$ cat config.mk
export PLATFORM = sky130hd
export DESIGN_NAME = ram_port_arbiter_flat
export DESIGN_NICKNAME = d
export VERILOG_FILES = /design/src/rtl/ram_arb_pkg.sv /design/src/rtl/ram_port_arbiter_if.sv /design/src/rtl/rr_arb2.sv /design/src/rtl/ram_port_arbiter.sv /design/src/flat_wrapper.sv
export SDC_FILE = /design/constraint.sdc
export NUM_CORES = 1
export LEC_CHECK = 0
export ABC_AREA = 1
export BUFFER_PORTS_ARGS = -buffer_cell sky130_fd_sc_hd__buf_2
export CAP_MARGIN = 20
export CORE_AREA = 5 5 49 51
export CTS_CLUSTER_SIZE = 8
export DETAILED_ROUTE_END_ITERATION = 10
export DIE_AREA = 0 0 54 56
export PLACE_DENSITY = 0.75
export SYNTH_ARGS = -nofsm -noshare
export SYNTH_HDL_FRONTEND = slang
export SYNTH_SLANG_ARGS = --single-unit
export TNS_END_PERCENT = 5
$ cat constraint.sdc
create_clock -name clk -period 1.4 [get_ports clk]
set_input_delay 0.07 -clock clk [delete_from_list [all_inputs] [get_ports clk]]
set_output_delay 0.07 -clock clk [all_outputs]
set_load 0.1 [all_outputs]
$ cat src/rtl/ram_arb_pkg.sv
// Shared types and constants for the two-requester RAM port arbiter.
package ram_arb_pkg;

  localparam int unsigned DEPTH_DEF  = 8;
  localparam int unsigned ADDR_W_DEF = 3;
  localparam int unsigned RAM_ADDR_W = 8;
  localparam int unsigned DATA_W     = 4;
  localparam int unsigned CNT_W      = 8;

  typedef enum logic {
    INIT = 1'b0,
    RUN  = 1'b1
  } state_e;

  // Command presented to the RAM by the granted requester.
  typedef struct packed {
    logic                  we;
    logic [RAM_ADDR_W-1:0] addr;
    logic [DATA_W-1:0]     data;
  } ram_cmd_t;

endpackage

$ cat src/rtl/ram_port_arbiter_if.sv
// Requester-side handshake bundle: two request channels, a shared read response, init status.
interface ram_port_arbiter_if
  import ram_arb_pkg::*;
#(
  parameter int unsigned ADDR_W = ADDR_W_DEF
);

  logic [1:0]        req_valid;
  logic [1:0]        req_we;
  logic [ADDR_W-1:0] req_addr0;
  logic [ADDR_W-1:0] req_addr1;
  logic [DATA_W-1:0] req_wdata0;
  logic [DATA_W-1:0] req_wdata1;
  logic [1:0]        req_ready;
  logic [1:0]        rsp_valid;
  logic [DATA_W-1:0] rsp_data;
  logic              init_done;

  modport master (
    output req_valid, req_we, req_addr0, req_addr1, req_wdata0, req_wdata1,
    input  req_ready, rsp_valid, rsp_data, init_done
  );

  modport slave (
    input  req_valid, req_we, req_addr0, req_addr1, req_wdata0, req_wdata1,
    output req_ready, rsp_valid, rsp_data, init_done
  );

endinterface

$ cat src/rtl/rr_arb2.sv
// Two-way round-robin arbiter: combinational grant plus the favoured-requester pointer.
module rr_arb2 (
  input  logic       clk,
  input  logic       rst_n,
  input  logic       en,
  input  logic [1:0] valid,
  output logic [1:0] grant_c
);

  logic rr_ptr;

  // A lone requester always wins; on contention the pointer picks the winner.
  always_comb begin : grant_sel
    grant_c = 2'b00;
    if (en) begin
      case (valid)
        2'b01:   grant_c = 2'b01;
        2'b10:   grant_c = 2'b10;
        2'b11:   grant_c = rr_ptr ? 2'b10 : 2'b01;
        default: grant_c = 2'b00;
      endcase
    end
  end

  // Only a contended grant moves the pointer, handing priority to the loser.
  always_ff @(posedge clk or negedge rst_n) begin : ptr_reg
    if (!rst_n) begin
      rr_ptr <= 1'b0;
    end else if (en && (valid == 2'b11)) begin
      rr_ptr <= ~rr_ptr;
    end
  end

endmodule

$ cat src/rtl/ram_port_arbiter.sv
// Arbitrates two requesters onto a RAM write/read port pair after clearing the RAM post-reset.
// Defining RAM_ARB_STATS_EN adds saturating per-requester grant counters grant_cnt0/grant_cnt1.
module ram_port_arbiter
  import ram_arb_pkg::*;
#(
  parameter int unsigned DEPTH  = DEPTH_DEF,
  parameter int unsigned ADDR_W = ADDR_W_DEF
) (
  input  logic                  clk,
  input  logic                  rst_n,
  ram_port_arbiter_if.slave     bus,
  output logic                  ram_write_en,
  output logic [RAM_ADDR_W-1:0] ram_write_addr,
  output logic [DATA_W-1:0]     ram_write_data,
  output logic                  ram_read_en,
  output logic [RAM_ADDR_W-1:0] ram_read_addr,
  input  logic [DATA_W-1:0]     ram_read_data
`ifdef RAM_ARB_STATS_EN
  ,
  output logic [CNT_W-1:0]      grant_cnt0,
  output logic [CNT_W-1:0]      grant_cnt1
`endif
);

  localparam logic [ADDR_W-1:0] LAST_ADDR = ADDR_W'(DEPTH - 1);

  state_e            state, state_nxt;
  logic [ADDR_W-1:0] sweep_addr, sweep_nxt;
  logic              init_done_q, init_done_nxt;
  logic [1:0]        rsp_valid_q, rsp_valid_nxt;
  logic [1:0]        grant_c;
  logic              gnt_id_c;
  ram_cmd_t          cmd_c;

  rr_arb2 u_rr_arb2 (
    .clk     (clk),
    .rst_n   (rst_n),
    .en      (state == RUN),
    .valid   (bus.req_valid),
    .grant_c (grant_c)
  );

  // Route the granted requester's command onto a common bus.
  always_comb begin : req_select
    cmd_c      = '0;
    gnt_id_c   = grant_c[1];
    cmd_c.we   = bus.req_we[gnt_id_c];
    cmd_c.addr = gnt_id_c ? RAM_ADDR_W'(bus.req_addr1) : RAM_ADDR_W'(bus.req_addr0);
    cmd_c.data = gnt_id_c ? bus.req_wdata1 : bus.req_wdata0;
  end

  always_ff @(posedge clk or negedge rst_n) begin : state_reg
    if (!rst_n) begin
      state       <= INIT;
      sweep_addr  <= '0;
      init_done_q <= 1'b0;
      rsp_valid_q <= 2'b00;
    end else begin
      state       <= state_nxt;
      sweep_addr  <= sweep_nxt;
      init_done_q <= init_done_nxt;
      rsp_valid_q <= rsp_valid_nxt;
    end
  end

  // INIT clears one word per cycle; RUN forwards at most one granted request.
  always_comb begin : fsm_next
    state_nxt      = state;
    sweep_nxt      = sweep_addr;
    init_done_nxt  = init_done_q;
    rsp_valid_nxt  = 2'b00;
    ram_write_en   = 1'b0;
    ram_write_addr = '0;
    ram_write_data = '0;
    ram_read_en    = 1'b0;
    ram_read_addr  = '0;
    case (state)
      INIT: begin
        ram_write_en   = 1'b1;
        ram_write_addr = RAM_ADDR_W'(sweep_addr);
        if (sweep_addr == LAST_ADDR) begin
          state_nxt     = RUN;
          init_done_nxt = 1'b1;
        end else begin
          sweep_nxt = sweep_addr + ADDR_W'(1);
        end
      end
      RUN: begin
        if (|grant_c) begin
          if (cmd_c.we) begin
            ram_write_en   = 1'b1;
            ram_write_addr = cmd_c.addr;
            ram_write_data = cmd_c.data;
          end else begin
            ram_read_en   = 1'b1;
            ram_read_addr = cmd_c.addr;
            rsp_valid_nxt = grant_c;
          end
        end
      end
      default: state_nxt = INIT;
    endcase
  end

  // RAM read data lands one cycle after the read, alongside the registered strobe.
  assign bus.req_ready = grant_c;
  assign bus.rsp_valid = rsp_valid_q;
  assign bus.rsp_data  = (|rsp_valid_q) ? ram_read_data : '0;
  assign bus.init_done = init_done_q;

`ifdef RAM_ARB_STATS_EN
  always_ff @(posedge clk or negedge rst_n) begin : stats_reg
    if (!rst_n) begin
      grant_cnt0 <= '0;
      grant_cnt1 <= '0;
    end else begin
      if (grant_c[0] && (grant_cnt0 != '1)) grant_cnt0 <= grant_cnt0 + CNT_W'(1);
      if (grant_c[1] && (grant_cnt1 != '1)) grant_cnt1 <= grant_cnt1 + CNT_W'(1);
    end
  end
`else
  // No grant statistics in this build.
`endif

endmodule

$ cat src/flat_wrapper.sv
// flat-port wrapper written by rule: the top's interface ports become plain ports
module ram_port_arbiter_flat import ram_arb_pkg::*;
#(
  parameter int unsigned DEPTH  = DEPTH_DEF,
  parameter int unsigned ADDR_W = ADDR_W_DEF
)
  (clk, rst_n, ram_write_en, ram_write_addr, ram_write_data, ram_read_en, ram_read_addr, ram_read_data, bus_req_valid, bus_req_we, bus_req_addr0, bus_req_addr1, bus_req_wdata0, bus_req_wdata1, bus_req_ready, bus_rsp_valid, bus_rsp_data, bus_init_done);
  ram_port_arbiter_if #(.ADDR_W(ADDR_W)) bus_i ();
  input  logic clk;
  input  logic rst_n;
  output logic ram_write_en;
  output logic [RAM_ADDR_W-1:0] ram_write_addr;
  output logic [DATA_W-1:0] ram_write_data;
  output logic ram_read_en;
  output logic [RAM_ADDR_W-1:0] ram_read_addr;
  input  logic [DATA_W-1:0] ram_read_data;
  input wire logic [$bits(bus_i.req_valid)-1:0] bus_req_valid;
  input wire logic [$bits(bus_i.req_we)-1:0] bus_req_we;
  input wire logic [$bits(bus_i.req_addr0)-1:0] bus_req_addr0;
  input wire logic [$bits(bus_i.req_addr1)-1:0] bus_req_addr1;
  input wire logic [$bits(bus_i.req_wdata0)-1:0] bus_req_wdata0;
  input wire logic [$bits(bus_i.req_wdata1)-1:0] bus_req_wdata1;
  output wire logic [$bits(bus_i.req_ready)-1:0] bus_req_ready;
  output wire logic [$bits(bus_i.rsp_valid)-1:0] bus_rsp_valid;
  output wire logic [$bits(bus_i.rsp_data)-1:0] bus_rsp_data;
  output wire logic [$bits(bus_i.init_done)-1:0] bus_init_done;
  assign bus_i.req_valid = bus_req_valid;
  assign bus_i.req_we = bus_req_we;
  assign bus_i.req_addr0 = bus_req_addr0;
  assign bus_i.req_addr1 = bus_req_addr1;
  assign bus_i.req_wdata0 = bus_req_wdata0;
  assign bus_i.req_wdata1 = bus_req_wdata1;
  assign bus_req_ready = bus_i.req_ready;
  assign bus_rsp_valid = bus_i.rsp_valid;
  assign bus_rsp_data = bus_i.rsp_data;
  assign bus_init_done = bus_i.init_done;
  ram_port_arbiter #(.DEPTH(DEPTH), .ADDR_W(ADDR_W)) u_core (.clk(clk), .rst_n(rst_n), .bus(bus_i), .ram_write_en(ram_write_en), .ram_write_addr(ram_write_addr), .ram_write_data(ram_write_data), .ram_read_en(ram_read_en), .ram_read_addr(ram_read_addr), .ram_read_data(ram_read_data));
endmodule
==> impl_metrics.csv <==
group,metric,value,unit
floorplan,start_util,36.3,%
grt,overflow,0,
drt,drtPass1Iterations,4,
grt,grt_pass1_vias,893,
cts,cts_root_buf,"clkbuf_4",
cells_and_area,fin_nets,190,
logic_synthesis,synth_seq_cells,8,
setup_path,critPathMaxFanout,3,
grt,antenna_found_initial,0,
setup_path,ff2ff_setup_slack,90,ps
floorplan,fp.coreArea,1900,um^2
cells_and_area,multiInputGateArea,607,um^2
cells_and_area,drive_gt1_share,62.6,%
sta,slew_violations,0,
drt,dr_total_vias,908,
cells_and_area,final_cell_mix,"buf_2 (26), nand2_1 (21), buf_12 (18), buf_4 (12), conb_1 (10)",
drt,drcViolationCount,0,
sta,fin_setup_tns,-2230,ps
setup_path,worstSetupStartpointType,"flip-flop",
outcome,outcome,"finished, violations left",
sta,clock_skew,7.25,ps
logic_synthesis,synth_cells,102,
setup_path,crit_type,"reg -> out",
drt,ant_nets,0,
cts,h-tree-depth,1,
floorplan,rows,16,
floorplan,dieHeight,56,um
placement,placed_cell_area,1310,um^2
cts,cts_made_buffers,3,
run,cap_violations,0,
setup_path,required,1330,ps
cts,clk_path_buf_depth,2,
logic_synthesis,avgSynthCellArea,6.77,um^2
cells_and_area,nFillCells,118,
sta,fmax,618,MHz
cts,cts_sinks,8,
sta,worst_slack,-217,ps
cells_and_area,final_util,81.1,%
setup_path,cp_slowest_cell,"dfrtp_1",
floorplan,die_area,3020,um^2
floorplan,io_pins,55,
cells_and_area,area_growth,123,%
pwr,max-vdd-ir-drop,0.767,mV
cts,clkLatencyLatePin,250,ps
placement,io_buffers,44,
cells_and_area,antennaDiodeCount,0,
cells_and_area,top_register,"u_core.sweep_addr",
logic_synthesis,ys_seq_area_share,29.0,%
pwr,p_leak,0.750,nW
cells_and_area,layout_commonest_cell,"buf_2",
drt,routed_via_density,4.78,
grt,grt_pass1_wl,3750,um
grt,track_usage,16.5,%
sta,whs,178,ps
cells_and_area,regArea,204,um^2
cells_and_area,largest_register_ffs,3,
outcome,violations,"negative setup slack",
grt,grt_max_degree,12,
cts,cts.clk_slew.worst_paths,60,ps
sta,finalCritPeriodShare,116,%
setup_path,arrival,1550,ps
setup_path,endpoint_kind,"output pin",
setup_path,critical-path-max-stage-delay,370,ps
hold_path,holdCritPathClass,"in -> async",
setup_path,timing.rr.start,"u_core.sweep_addr[0]",
drt,drt-total-wl,2840,um
logic_synthesis,ys_warn_count,0,
setup_path,reg2reg_to,"u_core.sweep_addr[0]",
cts,cts_tree,"yes",
setup_path,crit_chain,"inv_2, nand2_4, buf_6, nand3_2, nand2_1, nand3_1, nand2_2, buf_12",
placement,place_hpwl,1860,um
sta,hold_violations,0,
drt,drt_iter0_markers,24,
placement,gp_congestion,0.781,
pwr,p_per_area,967,nW/um^2
sta,rsz0062_at_grt,"yes",
sta,fin_crit,1620,ps
cells_and_area,fin_area,1540,um^2
setup_path,r2r_cells,5,
floorplan,die-width,54,um
drt,wire_per_inst,15.0,um
logic_synthesis,synth_area,691,um^2
logic_synthesis,synth_cell_types,17,
sta,final-setup-viol-count,13,
==> critical path: cells and delay by family, from the launching register on <==
kind / cells / cell delay, ps
buf+inv: 3 / 380
simple gates: 5 / 540
flops: 1 / 370
==> timing repair <==
item,4_1_cts,5_1_grt
hold endpoints to repair,9,0
setup endpoints to repair,13,13
pin swaps,9,8
gates resized for setup,21,10
hold buffers,2,0
setup buffers,3,4
==> metrics by stage <==
stage	setup slack, ps	instances	total power [mW]
finish	-217	190	1.49
floorplan	-250	111	0.928
global route	-296	190	1.55
CTS	-194	186	1.45
detailed placement	-27.9	177	1.20
global placement	47.1	177	1.19
==> how the worst max path moves through the flow <==
stage,start,end,slack (ps),depth (start not counted)
after floorplan,u_core.u_rr_arb2.rr_ptr,ram_write_addr[1],-250,7
after global placement,u_core.u_rr_arb2.rr_ptr,ram_write_data[0],50,8
after detailed placement,u_core.state,ram_write_data[3],-30,8
after CTS,u_core.state,ram_write_data[3],-190,8
after global routing,u_core.u_rr_arb2.rr_ptr,ram_write_addr[0],-300,8
final,u_core.u_rr_arb2.rr_ptr,ram_write_addr[0],-220,8
==> cell type report <==
cell class | instances | share of cell area [%]
Timing Repair Buffer | 60 | 40.4
Multi-Input combinational cell | 80 | 39.3
Tap cell | 27 | 2.19
Inverter | 11 | 3.16
Sequential cell | 8 | 13.2
Clock buffer | 4 | 1.70
==> power breakdown <==
part           internal, mW  switching, mW  leakage [nW]  total [mW]
combinational         0.322          0.737         0.657        1.06
sequential            0.241        0.00558        0.0782       0.246
clock                 0.109         0.0779        0.0150       0.187
total                 0.672          0.821         0.750        1.49
==> layer usage <==
layer | vias up | GRT usage, % | wire length, um
li1 | 419 | - | -
met1 | 419 | 14.8 | 909
met2 | 60 | 29.2 | 1480
met3 | 10 | 9.38 | 340
met4 | 0 | 6.41 | 107
met5 | - | 0 | 0
==> Yosys cell counts <==
library cell   n  share of area (%)
inv_4          1               0.91
xor2_1         1                1.3
nand2_4        2                3.3
nand2_2        4                3.6
buf_4         10                 11
dfrtp_1        8                 29
a21o_1         1                1.1
o21ai_1        4                2.9
inv_1         10                5.4
conb_1         1               0.54
ha_1           2                3.6
nand3_2        2                2.9
a21oi_1        5                3.6
nand3_1        6                4.3
nor2_1        14                7.6
nand2_1       29                 16
buf_6          2                3.3
==> kinds of logic after synthesis <==
group | synth area share, %
AOI/OAI and AO/OA | 7.61
xor gates and xnor gates | 1.27
adders and majority gates | 3.62
buffers and inverters | 20.5
DFF | 29.0
other | 0.543
and+or+nand+nor | 37.5
Power figures use the tool's default switching activity.
